--- config.mk ---
export PLATFORM = sky130hd
export DESIGN_NAME = ysyx_22051013_pipe_ctrl
export DESIGN_NICKNAME = d
export VERILOG_FILES = /design/src/rtl/ysyx_22051013_pipe_ctrl_pkg.sv /design/src/rtl/ysyx_22051013_ldu_detect.sv /design/src/rtl/ysyx_22051013_pipe_ctrl.sv
export SDC_FILE = /design/constraint.sdc
export NUM_CORES = 1
export LEC_CHECK = 0
export CORE_UTILIZATION = 43
export CTS_BUF_LIST = sky130_fd_sc_hd__clkbuf_2
export CTS_CLUSTER_DIAMETER = 30
export DETAILED_ROUTE_END_ITERATION = 16
export PLACE_DENSITY_LB_ADDON = 0.1
export SYNTH_ARGS = -nofsm -noshare
export SYNTH_HDL_FRONTEND = slang
export SYNTH_SLANG_ARGS = --single-unit
export TNS_END_PERCENT = 50
--- constraint.sdc ---
create_clock -name clk -period 3.5 [get_ports clk]
set_input_delay 1.05 -clock clk [delete_from_list [all_inputs] [get_ports clk]]
set_output_delay 1.05 -clock clk [all_outputs]
set_load 0.05 [all_outputs]
--- src/rtl/ysyx_22051013_pipe_ctrl_pkg.sv ---
// Shared types and sizes for the pipeline stall/flush sequencer.
// Imported by the top and the load-use detector.
package ysyx_22051013_pipe_ctrl_pkg;

    localparam int PCTL_OST_MAX = 2;
    localparam int PCTL_PC_W    = 64;
    localparam int PCTL_REG_W   = 5;

    // Winning pipeline event for the current cycle
    typedef enum logic [2:0] {
        EV_NONE,
        EV_TRAP,
        EV_MEM,
        EV_EX,
        EV_REDIR,
        EV_LDU,
        EV_EMPTY
    } pctl_evt_e;

    // Per-register stall/flush bundle
    typedef struct packed {
        logic pc_stall;
        logic ifid_stall;
        logic ifid_flush;
        logic idex_stall;
        logic idex_flush;
        logic exmem_stall;
        logic exmem_flush;
        logic memwb_flush;
    } pctl_ctrl_t;

endpackage

--- src/rtl/ysyx_22051013_ldu_detect.sv ---
// Load-use hazard compare between the ID sources and the EX load.
// Purely combinational; x0 never creates a hazard.
module ysyx_22051013_ldu_detect
    import ysyx_22051013_pipe_ctrl_pkg::*;
(
    input  logic [PCTL_REG_W-1:0] id_rs1,
    input  logic [PCTL_REG_W-1:0] id_rs2,
    input  logic                  id_rs1_en,
    input  logic                  id_rs2_en,
    input  logic [PCTL_REG_W-1:0] ex_rd,
    input  logic                  ex_wen,
    input  logic                  ex_is_load,
    output logic                  ld_use
);

    logic ld_wr;
    logic rs1_hit;
    logic rs2_hit;

    assign ld_wr   = ex_is_load & ex_wen & (ex_rd != '0);
    assign rs1_hit = id_rs1_en & (id_rs1 == ex_rd);
    assign rs2_hit = id_rs2_en & (id_rs2 == ex_rd);
    assign ld_use  = ld_wr & (rs1_hit | rs2_hit);

endmodule

--- src/rtl/ysyx_22051013_pipe_ctrl.sv ---
// Central stall/flush sequencer for the 5-stage pipeline.
// Tracks outstanding fetches so stale responses after a redirect drop.
module ysyx_22051013_pipe_ctrl
    import ysyx_22051013_pipe_ctrl_pkg::*;
#(
    parameter int OST_MAX = PCTL_OST_MAX,
    parameter int PC_W    = PCTL_PC_W
) (
    input  logic                  clk,
    input  logic                  rst,
    input  logic [PCTL_REG_W-1:0] id_rs1,
    input  logic [PCTL_REG_W-1:0] id_rs2,
    input  logic                  id_rs1_en,
    input  logic                  id_rs2_en,
    input  logic [PCTL_REG_W-1:0] ex_rd,
    input  logic                  ex_wen,
    input  logic                  ex_is_load,
    input  logic                  ex_busy,
    input  logic                  mem_busy,
    input  logic                  ex_redirect,
    input  logic [PC_W-1:0]       ex_redirect_pc,
    input  logic                  trap_valid,
    input  logic [PC_W-1:0]       trap_pc,
    input  logic                  if_req_fire,
    input  logic                  if_rsp_valid,
    output logic                  redirect_valid,
    output logic [PC_W-1:0]       redirect_pc,
    output logic                  pc_stall,
    output logic                  ifid_stall,
    output logic                  ifid_flush,
    output logic                  idex_stall,
    output logic                  idex_flush,
    output logic                  exmem_stall,
    output logic                  exmem_flush,
    output logic                  memwb_flush,
    output logic                  if_rsp_drop
);

    localparam int OST_W = $clog2(OST_MAX + 1);
    localparam logic [OST_W:0] OST_LIM = (OST_W + 1)'(OST_MAX);

    logic             ld_use;
    logic [OST_W-1:0] ost_cnt;
    logic [OST_W-1:0] ost_nxt;
    logic [OST_W-1:0] kill_cnt;
    logic [OST_W:0]   ost_sum;
    logic [OST_W:0]   ost_dif;
    logic             pend_valid;
    logic [PC_W-1:0]  pend_pc;
    logic             drop;
    logic             any_busy;
    logic             redir_evt;
    pctl_evt_e        evt;
    pctl_ctrl_t       ctrl;

    ysyx_22051013_ldu_detect u_ldu (
        .id_rs1     (id_rs1),
        .id_rs2     (id_rs2),
        .id_rs1_en  (id_rs1_en),
        .id_rs2_en  (id_rs2_en),
        .ex_rd      (ex_rd),
        .ex_wen     (ex_wen),
        .ex_is_load (ex_is_load),
        .ld_use     (ld_use)
    );

    assign drop      = (kill_cnt != '0) & if_rsp_valid;
    assign any_busy  = mem_busy | ex_busy;
    assign redir_evt = (evt == EV_TRAP) | (evt == EV_REDIR);

    // Pick the highest-priority event; nothing wins while in reset
    always_comb begin
        evt = EV_NONE;
        if (rst)                           evt = EV_NONE;
        else if (trap_valid)               evt = EV_TRAP;
        else if (mem_busy)                 evt = EV_MEM;
        else if (ex_busy)                  evt = EV_EX;
        else if (ex_redirect | pend_valid) evt = EV_REDIR;
        else if (ld_use)                   evt = EV_LDU;
        else if (!if_rsp_valid | drop)     evt = EV_EMPTY;
    end

    // Decode the winning event into per-register controls
    always_comb begin
        ctrl = '0;
        unique case (evt)
            EV_TRAP: begin
                ctrl.ifid_flush  = 1'b1;
                ctrl.idex_flush  = 1'b1;
                ctrl.exmem_flush = 1'b1;
                ctrl.memwb_flush = 1'b1;
            end
            EV_MEM: begin
                ctrl.pc_stall    = 1'b1;
                ctrl.ifid_stall  = 1'b1;
                ctrl.idex_stall  = 1'b1;
                ctrl.exmem_stall = 1'b1;
                ctrl.memwb_flush = 1'b1;
            end
            EV_EX: begin
                ctrl.pc_stall    = 1'b1;
                ctrl.ifid_stall  = 1'b1;
                ctrl.idex_stall  = 1'b1;
                ctrl.exmem_flush = 1'b1;
            end
            EV_REDIR: begin
                ctrl.ifid_flush  = 1'b1;
                ctrl.idex_flush  = 1'b1;
            end
            EV_LDU: begin
                ctrl.pc_stall    = 1'b1;
                ctrl.ifid_stall  = 1'b1;
                ctrl.idex_flush  = 1'b1;
            end
            EV_EMPTY: begin
                ctrl.pc_stall    = 1'b1;
                ctrl.ifid_flush  = 1'b1;
            end
            default: ;
        endcase
    end

    // Redirect target: trap beats a held or live branch fix-up
    always_comb begin
        redirect_pc = '0;
        if (evt == EV_TRAP)       redirect_pc = trap_pc;
        else if (evt == EV_REDIR) redirect_pc = pend_valid ? pend_pc : ex_redirect_pc;
    end

    assign redirect_valid = redir_evt;
    assign pc_stall       = ctrl.pc_stall;
    assign ifid_stall     = ctrl.ifid_stall;
    assign ifid_flush     = ctrl.ifid_flush;
    assign idex_stall     = ctrl.idex_stall;
    assign idex_flush     = ctrl.idex_flush;
    assign exmem_stall    = ctrl.exmem_stall;
    assign exmem_flush    = ctrl.exmem_flush;
    assign memwb_flush    = ctrl.memwb_flush;
    assign if_rsp_drop    = !rst & drop;

    // Post-cycle outstanding count, clamped to [0, OST_MAX]
    always_comb begin
        ost_sum = {1'b0, ost_cnt} + {{OST_W{1'b0}}, if_req_fire};
        ost_dif = ost_sum - {{OST_W{1'b0}}, if_rsp_valid};
        if (if_rsp_valid && ost_sum == '0) ost_nxt = '0;
        else if (ost_dif > OST_LIM)        ost_nxt = OST_LIM[OST_W-1:0];
        else                               ost_nxt = ost_dif[OST_W-1:0];
    end

    // Outstanding and kill counters; a redirect re-arms kill from scratch
    always_ff @(posedge clk) begin
        if (rst) begin
            ost_cnt  <= '0;
            kill_cnt <= '0;
        end else begin
            ost_cnt <= ost_nxt;
            if (redir_evt)  kill_cnt <= ost_nxt;
            else if (drop)  kill_cnt <= kill_cnt - OST_W'(1);
        end
    end

    // Hold a branch fix-up that arrives while the back end is busy
    always_ff @(posedge clk) begin
        if (rst) begin
            pend_valid <= 1'b0;
            pend_pc    <= '0;
        end else if (redir_evt) begin
            pend_valid <= 1'b0;
        end else if (ex_redirect && any_busy) begin
            pend_valid <= 1'b1;
            pend_pc    <= ex_redirect_pc;
        end
    end

    a_rsp_no_ost: assert property (
        @(posedge clk) disable iff (rst)
        !(if_rsp_valid && ost_cnt == '0)
    );

endmodule

**Yosys cells after proc, flatten, opt, wreduce, memory -nomap -nowiden**

Index checks and enable logic that the tools add are counted.

- Output and inout bits: 74
- Bits of input ports: 155
- Register bits: 69
- Word-level logic and storage cells: 68

- Reduce and logical (&&, ||, !) cells: 17
- Magnitude comparators: 1
- Eq/ne operators: 8
- Bitwise gates (word level): 13
- Muxes and demuxes: 22
- Add/sub/neg operators: 3

Operators by type and width:

| cell | number |
|---|---|
| 64-bit 2-to-1 mux | 3 |
| 3-bit 2-to-1 mux | 7 |
| 5-bit equality test | 2 |
| 3-bit equality test, second input constant | 3 |
| 3-bit OR reduction | 3 |
| 1-bit 2-to-1 mux | 8 |
| 2-bit 2-to-1 mux | 4 |
| 2-bit OR reduction | 4 |
| 1-bit bitwise AND | 7 |
| 3-bit by 2-bit equality test with 1-bit output, second input constant | 2 |
| 1-bit bitwise OR | 5 |
| 5-bit nonzero test | 1 |
| 2-bit nonzero test | 2 |
| 4-bit OR reduction | 1 |
| 2-bit by 1-bit adder with 3-bit output | 1 |
| 3-bit by 1-bit equality test with 1-bit output, second input constant | 1 |
| 3-bit by 2-bit > comparator with 1-bit output, second input constant | 1 |
| 3-bit zero test | 1 |
| 3-bit by 1-bit subtractor with 3-bit output | 1 |
| 1-bit logical AND | 2 |
| 1-bit zero test | 2 |
| 2-bit AND reduction | 1 |
| 2-bit by 1-bit subtractor with 2-bit output, second input constant | 1 |
| 1-bit NOT | 1 |

**Longest topological paths before layout**

Gate-level depths: netlist (run 1).

- Word-level depth: 14
- Depth in mapped cells: 9
- Mapped depth without buffers: 9

**Hierarchy**

From an unflattened synthesis (run 1), not the netlist that was laid out.

- Cell total of the unflattened synthesis: 568
- Area, all modules: 4337.9 sq um

By module, submodules not included:

| module | area each (sq um) | times used | cells each | sequential area each (sq um) |
|---|---|---|---|---|
| ysyx_22051013_pipe_ctrl | 4202.8 | 1 | 551 | 1381.3 |
| ysyx_22051013_ldu_detect | 135.1 | 1 | 17 | 0.0 |

**Worst setup path after synthesis (run 1)**

No wires, ideal clock.

- Path type: input -> output
- Start point: input rst
- End point: output redirect_pc[0]
- Arrival time: 2.750 ns
- Required time: 2.450 ns
- Setup slack: -0.300 ns
- Buffers on the path: 2
- Stages on the path: 5
- Cell sequence: buf_4 -> nor2_2 -> nand3b_1 -> clkbuf_1 -> o21ai_0

- Longest elaborated chain between the ends: 4
- Elaborated cells on any way between the ends: 5
- Classes of those cells: eq/ne: 2; mux: 3

RTL lines:

| item | RTL line | text |
|---|---|---|
| start, declared | ysyx_22051013_pipe_ctrl.sv:10 | `input logic rst,` |
| 3-bit 2-to-1 mux (*) | ysyx_22051013_pipe_ctrl.sv:74 | `if (rst) evt = EV_NONE;` |
| 3-bit equality test | ysyx_22051013_pipe_ctrl.sv:127 | `else if (evt == EV_REDIR) redirect_pc = pend_valid ? pend_pc : ex_redirect_pc;` |
| 64-bit 2-to-1 mux | ysyx_22051013_pipe_ctrl.sv:127 |  |
| 64-bit 2-to-1 mux (*) | ysyx_22051013_pipe_ctrl.sv:126 | `if (evt == EV_TRAP) redirect_pc = trap_pc;` |
| end, declared | ysyx_22051013_pipe_ctrl.sv:27 | `output logic [PC_W-1:0] redirect_pc,` |

Every way passes the cells marked *; elsewhere a longest branch is shown, timed or not.

**Final worst setup path (run 1)**

- Start point: input ex_rd[2]
- End point: output ifid_flush

- Longest elaborated chain between the ends: 13
- Elaborated cells on any way between the ends: 19
- Classes of those cells: eq/ne: 5; mux: 7; bitwise: 5; reduce/logical: 2

RTL lines:

| item | RTL line | text |
|---|---|---|
| start, declared | ysyx_22051013_pipe_ctrl.sv:15 | `input logic [PCTL_REG_W-1:0] ex_rd,` |
| 5-bit equality test (on tied branches) | ysyx_22051013_ldu_detect.sv:21, ysyx_22051013_ldu_detect.sv:22 |  |
| 1-bit bitwise AND (on tied branches) | ysyx_22051013_ldu_detect.sv:21, ysyx_22051013_ldu_detect.sv:22 |  |
| 1-bit bitwise OR | ysyx_22051013_ldu_detect.sv:23 | `assign ld_use = ld_wr & (rs1_hit \| rs2_hit);` |
| 1-bit bitwise AND (*) | ysyx_22051013_ldu_detect.sv:23 |  |
| 3-bit 2-to-1 mux (*) | ysyx_22051013_pipe_ctrl.sv:79 | `else if (ld_use) evt = EV_LDU;` |
| 3-bit 2-to-1 mux (*) | ysyx_22051013_pipe_ctrl.sv:78 | `else if (ex_redirect \| pend_valid) evt = EV_REDIR;` |
| 3-bit 2-to-1 mux (*) | ysyx_22051013_pipe_ctrl.sv:77 | `else if (ex_busy) evt = EV_EX;` |
| 3-bit 2-to-1 mux (*) | ysyx_22051013_pipe_ctrl.sv:76 | `else if (mem_busy) evt = EV_MEM;` |
| 3-bit 2-to-1 mux (*) | ysyx_22051013_pipe_ctrl.sv:75 | `else if (trap_valid) evt = EV_TRAP;` |
| 3-bit 2-to-1 mux (*) | ysyx_22051013_pipe_ctrl.sv:74 |  |
| 3-bit by 1-bit equality test with 1-bit output or 3-bit equality test (tied branches) | ysyx_22051013_pipe_ctrl.sv:86 | `unique case (evt)` |
| 3-bit OR reduction (no source line) (*) | - |  |
| 1-bit 2-to-1 mux (*) | ysyx_22051013_pipe_ctrl.sv:86 |  |
| end, declared | ysyx_22051013_pipe_ctrl.sv:30 | `output logic ifid_flush,` |

Marked as above.

==> qor.yml, run 1 <==
outcome:
  status: "finished, final reports clean"
clocking:
  cts-root-buf: "clkbuf_2"
  numCtsBuffers: 9
  holdBufCountCts: 0
  cts_max_level: 3
  cts_buffer_depth: 2
  cts.sinks: 69
  cts_tree: "built"
  clock_latency_ns: 0.50
  clk_pin_slew_ns: 0.18
synthesis:
  ys_seq_elements: 69
  yosys_warnings: 0
  synth_top_area_cell: "dfxtp_1"
  yosysSeqAreaShare_pct: 33.68
  synthArstFlopShare_pct: 0
  synth.distinct_cells: 38
  synth_cells: 567
  synth_area_per_cell_um2: 7.234
  syn-num-nets: 727
  synth_top_area_share_pct: 33.68
  syn_area_mm2: 0.004101
  synthTopCellsByArea: "dfxtp_1 (34%), nand2_1 (18%), mux2i_1 (16%)"
  synth_edf_count: 0
  synth-main-ff-cell: "dfxtp_1"
drt:
  vias_per_cell: 5.368
  first_iter_violations: 144
  wirelength_um: 15790
  route.vias.total: 4976
  ant_nets: 0
  wire_per_inst_um: 17.03
  dr.pass1.iters: 4
  drc: 0
setup_path:
  path_cells: "clkdlybuf4s15_2, or3_4, o311a_4, nand2_2, a41o_1, buf_12"
  cp_slowest_stage_delay_ns: 0.35
  crit_fanout: 3
  worstRegToRegCells: 8
  reg2reg_to: "kill_cnt[0]"
  arrival_ns: 2.41
  cp-end-kind: "output port"
  crit_required_ns: 2.45
  worst-path-stages: 6
  reg2reg_from: "ost_cnt[0]"
  path_delay_family: "compound AO/OA/AOI/OAI gates"
  critPathSlowestCell: "or3_4"
  cp-start-kind: "primary input"
  worst-path-buf-inv: 2
  worst-setup-path-type: "in2out"
  r2r_slack_ns: 1.39
power_and_ir_drop:
  ir_drop_v: 0.0001821
  powerDensity_mw_per_mm2: 290.7
  power.leakage_nw: 3.018
finish:
  final_cell_mix: "nand2_1 (196), clkdlybuf4s50_1 (135), buf_12 (78)"
  nNetsFinal: 953
  antenna_cells: 0
  instances_no_fill: 927
  nFillCells: 494
  layout-drive-gt1-share_pct: 23.18
  area_growth_pct: 94.69
  final_common_cell: "nand2_1"
placed_design:
  numPortBuffers: 228
  routabilityCongestion: 0.8569
  dp_hpwl_um: 10510
  place_inst: 905
timing:
  finClkSkew_ns: 0.01185
  worst_pin_slew_ns: 1.206
  period_share_pct: 98.93
  rsz0062_at_grt: "no"
  max_freq_mhz: 288.8
  hold_violations: 0
  finalSetupTns_ns: 0
  finalSetupViolCount: 0
  slew_violations: 0
  slew_headroom_pct: 19.59
  period_minus_slack_ns: 3.463
min_path:
  worstHoldStart: "pend_pc[45]"
  min_path_type: "reg2reg"
  min_path_cells: 2
  hold_path_end: "pend_pc[45]"
global_route:
  grt-ovfl-total: 0
  grt_pass1_vias: 5137
  grt_antenna_before_repair: 0
  grt_pass1_wl_um: 24880
  grtUsageTotal_pct: 31.94
  grt_max_degree: 69
floorplanning:
  rows: 35
  ioPinCount: 229
  die_w_um: 99.67
  fp.coreArea_mm2: 0.009240
  initial_core_util_pct: 44.39
  dieArea_mm2: 0.009933
  dieHeight_um: 99.67
run:
  maxCapViolCount: 0
## through the flow
| step | util, % | hold WS, ns | cell area, um^2 | power, W | setup slack, ns |
|---|---|---|---|---|---|
| floorplan | - | 0.4360 | 4203 | 0.001348 | -0.3000 |
| global placement | 79.84 | 0.4409 | 7377 | 0.001783 | -0.2025 |
| detailed placement | 79.84 | 0.4461 | 7377 | 0.001819 | -0.2835 |
| CTS | 86.13 | 0.4679 | 7959 | 0.002312 | 0.0005249 |
| global route | 86.42 | 0.4923 | 7985 | 0.002428 | 0.001974 |
| finish | 86.42 | 0.4667 | 7985 | 0.002321 | 0.03747 |
## synthesized netlist by cell type (3+ instances only)
cell type,count
buf_2,19
clkbuf_1,14
xnor2_1,11
nor2_2,3
inv_1,7
nor2_1,7
mux2i_1,64
o21ai_1,61
a21oi_1,68
dfxtp_1,69
buf_6,7
ha_1,5
o21ai_0,6
nand2_1,196
## what timing repair did
item                       CTS  global route
setup endpoints to repair   69             3
gates cloned                 3             0
resized for setup           90             6
pin swaps                   22             8
buffers inserted             3             0
## logic make-up after synthesis
logic type / share of synthesized area [%]
XOR/XNOR: 2.349
AND/OR/NAND/NOR: 21.87
AO/OA/AOI/OAI: 18.33
multiplexers: 15.62
adder cells (fa/ha/maj): 1.525
flip-flops: 33.68
buffers and inverters: 6.620
## sequential cells by signal (all words and copies together) (netlist names)
| register | count |
|---|---|
| kill_cnt | 2 |
| pend_valid | 1 |
| ost_cnt | 2 |
| pend_pc | 64 |
## area by class of cell
cell class                 count  area (um^2)  share of cell area [%]
sequential                    69         1385                   17.35
multi-input combinational    448         2949                   36.93
clock inverter                 6        63.81                  0.7991
inverter                       7        26.28                  0.3291
timing repair buffer         258         3349                   41.95
tap                          129        161.4                   2.021
clock buffer                  10        50.05                  0.6268
## power breakdown
part	switching [W]	internal (W)	total (W)	leakage (nW)
clock network	0.000291	0.000166	0.000457	0.0679
registers	0.0000265	0.000841	0.000868	0.566
logic	0.000506	0.000491	0.000996	2.38
## worst register-to-register path: stages (launching register included)
cell and delay, ns:
dfxtp_1 0.34, ha_1 0.17, ha_1 0.30, inv_1 0.06, ha_1 0.24, nor3_1 0.23, a21oi_1 0.07, or3b_1 0.40
a211oi_2 0.22
## metal layers
metal	wire length, um	part of all wire (%)	track usage (%)
met2	8463	54	60.58
met4	546	3.5	15.38
met3	1042	6.6	7.519
met1	5735	36	32.64
met5	0	0	0
## how the worst max path moves through the flow
stage / start / endpoint
floorplan: rst / redirect_pc[0]
global placement: ex_rd[2] / ifid_flush
detailed placement: ex_rd[2] / ifid_flush
CTS: id_rs2[3] / ifid_flush
global route: ex_redirect / ifid_flush
finish: ex_rd[2] / ifid_flush
No activity file was read; power rests on OpenSTA's default activity.
==> run 2, diff against run 1 <==
--- a/config.mk
+++ b/config.mk
@@ -5,6 +5,7 @@
 export SDC_FILE = /design/constraint.sdc
 export NUM_CORES = 1
 export LEC_CHECK = 0
+export CORE_MARGIN = 5
 export CORE_UTILIZATION = 43
 export CTS_BUF_LIST = sky130_fd_sc_hd__clkbuf_2
 export CTS_CLUSTER_DIAMETER = 30
==> run 2 against run 1 <==
  * Sequential share of layout area grew 0.47 points
  * Clock power shrank 24%
  * Utilization shrank 2.7 points
  * Maximum frequency grew 0.50%
  * Via count shrank 2.6%
  * Hold slack lost 0.00059 ns
  * Final cell count shrank 0.32%
  * Die area grew 17%
  * Largest cell class unchanged
  * Highest routed layer unchanged
==> qor.yml, run 2 (same netlist as run 1, synthesis figures left out) <==
finish:
  largest_register_ffs: 64
  final_common_cell: "nand2_1"
  area_growth_pct: 89.51
  regMostFlops: "pend_pc"
  nNetsFinal: 952
  antenna_cells: 0
  largestRegisters: "pend_pc x64, kill_cnt x2, ost_cnt x2"
  layout-drive-gt1-share_pct: 22.89
  final_cell_mix: "nand2_1 (196), clkdlybuf4s50_1 (135), buf_12 (78)"
timing:
  finalSetupTns_ns: 0
  period_minus_slack_ns: 3.445
  fin_ws_ns: 0.05453
  worst_pin_slew_ns: 0.7326
  max_freq_mhz: 290.2
  slew_headroom_pct: 51.16
  slew_violations: 0
  period_share_pct: 98.44
  finalSetupViolCount: 0
  rsz0062_at_grt: "no"
  finClkSkew_ns: 0.01726
  hold_violations: 0
setup_path:
  cp_slowest_stage_delay_ns: 0.35
  crit_required_ns: 2.45
  cp-start-kind: "primary input"
  critPathSlowestCell: "or3_1"
  r2r_slack_ns: 1.41
  arrival_ns: 2.40
  cp-end-kind: "output port"
  path_cells: "clkdlybuf4s15_2, or3_1, o311a_1, nand2_2, a41o_1, buf_12"
  worst-setup-path-type: "in2out"
  crit_fanout: 3
placed_design:
  routabilityCongestion: 0.8706
  place_ws_ns: -0.2851
  numPortBuffers: 228
  dp_hpwl_um: 11540
clocking:
  numCtsBuffers: 9
  cts_tree: "built"
  clock_latency_ns: 0.48
  cts-root-buf: "clkbuf_2"
  cts_max_level: 3
  cts_buffer_depth: 2
  holdBufCountCts: 0
  cts.sinks: 69
  clk_pin_slew_ns: 0.15
floorplanning:
  fp.coreArea_mm2: 0.009284
  ioPinCount: 229
  die_w_um: 107.7
  rows: 35
  dieHeight_um: 107.7
  dieArea_mm2: 0.01159
  initial_core_util_pct: 44.18
global_route:
  grt_pass1_vias: 4990
  grt_max_degree: 68
  grtUsageTotal_pct: 26.16
  grt_pass1_wl_um: 24250
  grt-ovfl-total: 0
  grt_antenna_before_repair: 0
run:
  maxCapViolCount: 0
drt:
  wire_per_inst_um: 17.15
  route.vias.total: 4849
  vias_per_cell: 5.248
  drc: 0
  dr.pass1.iters: 4
  ant_nets: 0
  first_iter_violations: 160
  wirelength_um: 15850
power_and_ir_drop:
  powerDensity_mw_per_mm2: 280.4
  ir_drop_v: 0.0002286
  power.leakage_nw: 2.998
min_path:
  min_path_type: "reg2reg"
outcome:
  status: "finished, final reports clean"
[run 2: cell types whose count changed in the layout (fill, tap and decap cells not counted), moves of 2 or more]
cell / delta
o21ai_4: -21
o21ai_1: -3
clkbuf_2: +2
buf_2: -2
buf_4: -2
dlygate4sd2_1: -5
clkinvlp_4: -2
dlymetal6s2s_1: +4
clkinv_1: +2
buf_6: +2
o21ai_2: +24
[run 2: path summary, 6_finish.rpt]
check                           depth (start not counted)   startpoint          end
worst max-delay path                                    6     ex_rd[4]   ifid_flush
worst min-delay path                                    2  pend_pc[31]  pend_pc[31]
worst max register to register                          8   ost_cnt[0]  kill_cnt[0]
worst min register to register                          2  pend_pc[31]  pend_pc[31]
[run 2: layer usage]
metal  up-vias  share of wire (%)  GRT usage (%)  routed length (um)
met3        31                7.5          7.499                1191
li1       2363                  -              -                   -
met5         -                  0              0                   0
met1      2259                 37          27.71                5829
met2       196                 53          48.49                8411
met4         0                2.6          10.01                 413
[run 2: worst max-delay path: cells and delay by family]
family / cells / cell delay [ns]
AOI/OAI and AO/OA: 2 / 0.55
and+or+nand+nor: 2 / 0.45
buffers and inverters: 2 / 0.36
[run 2: report_power, final]
group / internal [W] / switching [W]
Clock: 0.0000823 / 0.000264
Sequential: 0.000841 / 0.0000326
Combinational: 0.000479 / 0.000480
Total: 0.00140 / 0.000777
[run 2: stage by stage]
| step | utilization [%] | hold slack [ns] | power (W) | std cells | cell area (um^2) |
|---|---|---|---|---|---|
| 3_5_place_dp | 79.14 | 0.4474 | 0.001813 | 906 | 7347 |
| 6_report | 83.72 | 0.4661 | 0.002179 | 924 | 7772 |
| 5_1_grt | 83.72 | 0.4811 | 0.002298 | 924 | 7772 |
| 3_3_place_gp | 79.14 | 0.4408 | 0.001778 | 906 | 7347 |
| 2_1_floorplan | - | 0.4360 | 0.001348 | 567 | 4203 |
| 4_1_cts | 81.54 | 0.4681 | 0.002170 | 922 | 7570 |
[run 2: final cells by class]
type                            instances  area (um^2)
Clock buffer                           10        50.05
Multi-Input combinational cell        448         2794
Tap cell                              129        161.4
Inverter                                7        26.28
Fill cell                             553         1511
Timing Repair Buffer                  257         3338
Sequential cell                        69         1385
Clock inverter                          4        17.52
[run 2: what timing repair did]
item | CTS | global route
setup buffers | 2 | 1
gates cloned | 1 | 1
resized for setup | 48 | 39
pin swaps | 11 | 14
setup endpoints to repair | 68 | 68
